**src/rtl/adc_tx_pkg.sv**
```systemverilog
// rtl/adc_tx_pkg.sv - shared mode and state encodings for the serial ADC emulator
package adc_tx_pkg;
  localparam logic [1:0] MODE_EXT  = 2'b00;
  localparam logic [1:0] MODE_RAMP = 2'b01;
  localparam logic [1:0] MODE_PAT  = 2'b10;
  localparam logic [1:0] MODE_ALT  = 2'b11;

  localparam logic IDLE  = 1'b0;
  localparam logic SHIFT = 1'b1;
endpackage

```
**src/rtl/adc_word_source.sv**
```systemverilog
// rtl/adc_word_source.sv - picks the next sample word and advances ramp/alternate state at each load
module adc_word_source
  import adc_tx_pkg::*;
#(
  parameter int WIDTH = 12
) (
  input  logic             clk,
  input  logic             reset,
  input  logic             advance,
  input  logic             from_idle,
  input  logic [1:0]       mode,
  input  logic [WIDTH-1:0] pattern,
  input  logic [WIDTH-1:0] word_in,
  input  logic             word_valid,
  output logic [WIDTH-1:0] word,
  output logic             word_ready,
  output logic             underrun
);
  logic [WIDTH-1:0] ramp;
  logic             alt_phase;
  logic             alt_now;

  // A fresh stream always opens with the true pattern, whatever phase was left over.
  assign alt_now    = alt_phase & ~from_idle;
  assign word_ready = advance & (mode == MODE_EXT);

  always_comb begin
    word = '0;
    case (mode)
      MODE_EXT:  word = word_valid ? word_in : '0;
      MODE_RAMP: word = ramp;
      MODE_PAT:  word = pattern;
      default:   word = alt_now ? ~pattern : pattern;
    endcase
  end

  always_ff @(posedge clk or posedge reset) begin
    if (reset) begin
      ramp      <= '0;
      alt_phase <= 1'b0;
      underrun  <= 1'b0;
    end else if (advance) begin
      if (mode == MODE_RAMP) ramp <= ramp + WIDTH'(1);
      alt_phase <= (mode == MODE_ALT) ? ~alt_now : 1'b0;
      if ((mode == MODE_EXT) && !word_valid) underrun <= 1'b1;
    end
  end
endmodule

```
**src/rtl/adc_lvds_transmitter.sv**
```systemverilog
// rtl/adc_lvds_transmitter.sv - serializes sample words MSB-first with frame strobe and data-ready
module adc_lvds_transmitter
  import adc_tx_pkg::*;
#(
  parameter int WIDTH      = 12,
  parameter int FRAME_HIGH = 6,
  parameter int CNT_W      = 16
) (
  input  logic             clk,
  input  logic             reset,
  input  logic             enable,
  input  logic [1:0]       mode,
  input  logic [WIDTH-1:0] pattern,
  input  logic [WIDTH-1:0] word_in,
  input  logic             word_valid,
  output logic             word_ready,
  output logic             adc_data_p,
  output logic             adc_frame,
  output logic             adc_data_ready,
  output logic [CNT_W-1:0] word_count,
  output logic             underrun
);
  localparam int BW = (WIDTH > 2) ? $clog2(WIDTH) : 1;
  localparam logic [BW-1:0] LAST_BIT  = BW'(WIDTH - 1);
  localparam logic [BW-1:0] FRAME_END = BW'(FRAME_HIGH);

  logic             state, state_n;
  logic [BW-1:0]    bit_cnt, bit_cnt_n;
  logic [WIDTH-1:0] sreg, sreg_n;
  logic [WIDTH-1:0] src_word;
  logic             load;

  assign load = enable & ((state == IDLE) | (bit_cnt == LAST_BIT));

  adc_word_source #(.WIDTH(WIDTH)) u_source (
    .clk        (clk),
    .reset      (reset),
    .advance    (load),
    .from_idle  (state == IDLE),
    .mode       (mode),
    .pattern    (pattern),
    .word_in    (word_in),
    .word_valid (word_valid),
    .word       (src_word),
    .word_ready (word_ready),
    .underrun   (underrun)
  );

  // Leaving SHIFT clears the shifter so the line idles low after the LSB.
  always_comb begin
    state_n   = state;
    bit_cnt_n = bit_cnt;
    sreg_n    = sreg;
    if (load) begin
      state_n   = SHIFT;
      bit_cnt_n = '0;
      sreg_n    = src_word;
    end else if (state == SHIFT) begin
      if (bit_cnt == LAST_BIT) begin
        state_n   = IDLE;
        bit_cnt_n = '0;
        sreg_n    = '0;
      end else begin
        bit_cnt_n = bit_cnt + BW'(1);
        sreg_n    = {sreg[WIDTH-2:0], 1'b0};
      end
    end
  end

  always_ff @(posedge clk or posedge reset) begin
    if (reset) begin
      state          <= IDLE;
      bit_cnt        <= '0;
      sreg           <= '0;
      adc_data_p     <= 1'b0;
      adc_frame      <= 1'b0;
      adc_data_ready <= 1'b0;
      word_count     <= '0;
    end else begin
      state          <= state_n;
      bit_cnt        <= bit_cnt_n;
      sreg           <= sreg_n;
      adc_data_p     <= sreg_n[WIDTH-1];
      adc_frame      <= (state_n == SHIFT) && (bit_cnt_n < FRAME_END);
      adc_data_ready <= (state_n == SHIFT);
      word_count     <= word_count + CNT_W'(load);
    end
  end
endmodule

```
**config.mk**
```make
export PLATFORM = sky130hd
export DESIGN_NAME = adc_lvds_transmitter
export DESIGN_NICKNAME = d
export VERILOG_FILES = /design/src/rtl/adc_tx_pkg.sv /design/src/rtl/adc_word_source.sv /design/src/rtl/adc_lvds_transmitter.sv
export SDC_FILE = /design/constraint.sdc
export NUM_CORES = 1
export LEC_CHECK = 0
export CORE_AREA = 2 2 78 80
export CTS_CLUSTER_DIAMETER = 200
export DETAILED_ROUTE_END_ITERATION = 6
export DIE_AREA = 0 0 80 82
export GPL_TIMING_DRIVEN = 0
export PLACE_DENSITY = 0.72
export SKIP_CTS_REPAIR_TIMING = 1
export SYNTH_ARGS = -nofsm -noshare
export SYNTH_HDL_FRONTEND = slang
export SYNTH_SLANG_ARGS = --single-unit
```
**constraint.sdc**
```tcl
create_clock -name clk -period 1.9 [get_ports clk]
set_input_delay 0.38 -clock clk [delete_from_list [all_inputs] [get_ports clk]]
set_output_delay 0.38 -clock clk [all_outputs]
set_load 0.05 [all_outputs]
```
==> run_results.csv <==
group,metric,value,unit
yosys,ys_seq_elements,48,
route,drc,0,
final_layout,finalNonFillerCells,364,
sta,fin_crit,2160,ps
floorplan,design.die.area,6560,sq um
yosys,ys_warn_count,0,
cts,ctsLongestPathBuffers,2,
yosys,synth.area.top_cells,"dfrtp_1 (48%), xor2_1 (9.5%), a221o_1 (4.8%)",
final_layout,final_cell_mix,"dfrtp_1 (47), clkdlybuf4s50_1 (32), xor2_1 (27)",
grt,grt.overflow.total,0,
setup_path,critical_path_arrival,1780,ps
cts,clock_latency,300,ps
final_layout,final_common_cell,"dfrtp_1",
sta,rsz0062_at_grt,"yes",
cts,clock-root-buffer,"clkbuf_8",
setup_path,cp.required,1520,ps
floorplan,core,5750,sq um
floorplan,rows,28,
route,dr.pass1.iters,4,
yosys,synth.avg_cell_area,11.4,sq um
grt,grt_pass1_vias,1902,
pwr,vdd_drop_max,0.000593,V
route,antenna_left,0,
yosys,seq_area_frac_synth,0.485,
yosys,synth_top_area_frac,0.485,
pwr,power.density,982,nW/um^2
placed_design,dp.cells,342,
placed_design,portBuffers,49,
placed_design,globalplace.congestion,0.847,
final_layout,drive_gt1_frac,0.239,
sta,setup_slack,-263,ps
sta,finalClockSkew,3.40,ps
pwr,leakagePower,1.90,nW
sta,slew_violations,0,
sta,setup_viol,15,
outcome,outcome,"complete, but fails checks",
sta,relSlewSlack,0.543,
hold_path,hold_path_class,"input pin to async pin",
floorplan,fp.dieH,82,microns
setup_path,cp_max_fo,8,
floorplan,ioPinCount,51,
cts,cts_inserted_buffers,5,
setup_path,r2r_start,"bit_cnt[0]$_DFFE_PP0P_",
final_layout,antenna_cells,0,
floorplan,initial_core_util,0.431,
grt,grt_max_degree,39,
sta,hold_viol,0,
floorplan,die_x,80,microns
cts,cts_tree,"built",
placed_design,hpwl,4050,microns
setup_path,start_kind,"flop",
yosys,synth_nets,252,
grt,grt_usage,0.176,
yosys,synth_cell_types,39,
final_layout,utilization,0.627,
setup_path,critical_path_class,"flop to output port",
setup_path,r2r_setup_slack,-180,ps
route,avgViaCountPerCell,5.60,
final_layout,fin_nets,324,
setup_path,r2r-end,"word_count[8]$_DFF_PP0_",
grt,grt_pass1_wl,8960,microns
cts,cts-htree-levels,2,
route,drt-total-wl,5910,microns
sta,tightestPinTransition,686,ps
cts,clock-sinks,48,
job,max_cap_viol_count,0,
setup_path,end_kind,"output port",
grt,antenna_found_initial,0,
setup_path,r2r_cells,11,
sta,fin_crit_sh,1.14,
outcome,violations,"negative setup slack",
route,drt_iter0_drc,91,
route,avgRoutedWirePerCell,16.2,microns
yosys,netlist_area,2480,sq um
final_layout,syn_to_final_growth,45.4,%
yosys,syn_inst,217,
yosys,synth_top_area_cell,"dfrtp_1",
sta,fmax,0.462,GHz
route,vias,2038,
cts,clk_pin_slew,90,ps
-- power by group --
part           switching, W  leakage, nW  internal (W)
registers          0.000216        0.643       0.00122
logic              0.000672         1.19      0.000575
clock network      0.000335       0.0642      0.000518
-- per-layer routing --
| metal | global-route usage | vias up | wire [microns] |
|---|---|---|---|
| li1 | - | 951 | - |
| met1 | 0.235 | 1007 | 2520 |
| met2 | 0.295 | 75 | 3020 |
| met3 | 0.0374 | 5 | 335 |
| met4 | 0.0407 | 0 | 31 |
| met5 | 0 | - | 0 |
-- critical path, cell delays in order, from the launching register on --
cell     delay [ps]
dfrtp_1         400
ha_2            210
and3b_2         230
o21ai_4         240
buf_8           170
nor3_4           40
buf_6           180
-- kinds of logic after synthesis --
| family | Yosys count | synth area share |
|---|---|---|
| AND/OR/NAND/NOR | 58 | 0.139 |
| buffers and inverters | 19 | 0.0404 |
| multiplexers | 3 | 0.0126 |
| adder cells (fa/ha/maj) | 5 | 0.0252 |
| XOR/XNOR | 38 | 0.134 |
| AO/OA/AOI/OAI | 46 | 0.164 |
| flip-flops | 48 | 0.485 |
-- cell usage after synthesis --
cell	count
dfrtp_1	48
xor2_1	27
nand2_1	13
nand3_1	13
a221o_1	12
a211oi_1	11
a221oi_1	11
xnor2_1	11
nor2_1	7
inv_1	6
clkbuf_1	5
ha_1	5
nand4_1	5
nor3_1	4
o21ai_0	4
and4_1	3
buf_4	3
nor4_1	3
a21oi_1	2
buf_2	2
buf_6	2
mux2i_1	2
nor4_4	2
a2111oi_4	1
a21o_1	1
a31o_2	1
a32o_1	1
and3_1	1
and3b_2	1
buf_1	1
mux2_2	1
nand2_2	1
nand3b_1	1
nor2b_1	1
nor3b_1	1
nor3b_2	1
nor4b_1	1
o21ai_4	1
o31ai_1	1
-- sequential cells by signal, indices dropped and copies added, names as in the netlist --
signal	cells
u_source.ramp	12
state	1
u_source.underrun	1
adc_frame	1
sreg	12
bit_cnt	4
word_count	16
u_source.alt_phase	1
-- worst max-delay path by stage --
stage / startpoint / endpoint / slack (ps) / cells past startpoint
2_1_floorplan: bit_cnt[0]$_DFFE_PP0P_ / word_count[8]$_DFF_PP0_ / -50 / 11
3_3_place_gp: mode[0] / word_ready / -800 / 5
3_5_place_dp: mode[0] / word_ready / -800 / 5
4_1_cts: bit_cnt[1]$_DFF_PP0_ / word_ready / -900 / 6
5_1_grt: bit_cnt[0]$_DFFE_PP0P_ / word_ready / -320 / 6
6_report: bit_cnt[0]$_DFFE_PP0P_ / word_ready / -260 / 6
-- metrics by stage --
step / setup WS (ps) / area (sq um) / hold slack [ps] / TNS (ps) / total power, W
6_report: -263 / 3600 / 319 / -2150 / 0.00354
4_1_cts: -902 / 3280 / 321 / -3660 / 0.00339
5_1_grt: -324 / 3600 / 333 / -3140 / 0.00373
3_3_place_gp: -805 / 3130 / 444 / -35270 / 0.00251
2_1_floorplan: -53.6 / 2550 / 442 / -185 / 0.00218
3_5_place_dp: -801 / 3150 / 448 / -7570 / 0.00254
-- final cells by class --
| type | instances | area, sq um |
|---|---|---|
| inverter | 6 | 32.5 |
| buffer | 13 | 91.3 |
| sequential | 48 | 1200 |
| multi-input combinational | 150 | 1380 |
| clock buffer | 5 | 68.8 |
| fill | 453 | 2140 |
| timing repair buffer | 65 | 676 |
| tap | 75 | 93.8 |
| clock inverter | 2 | 60.1 |
Note: power is estimated with default switching activity, not from simulation.
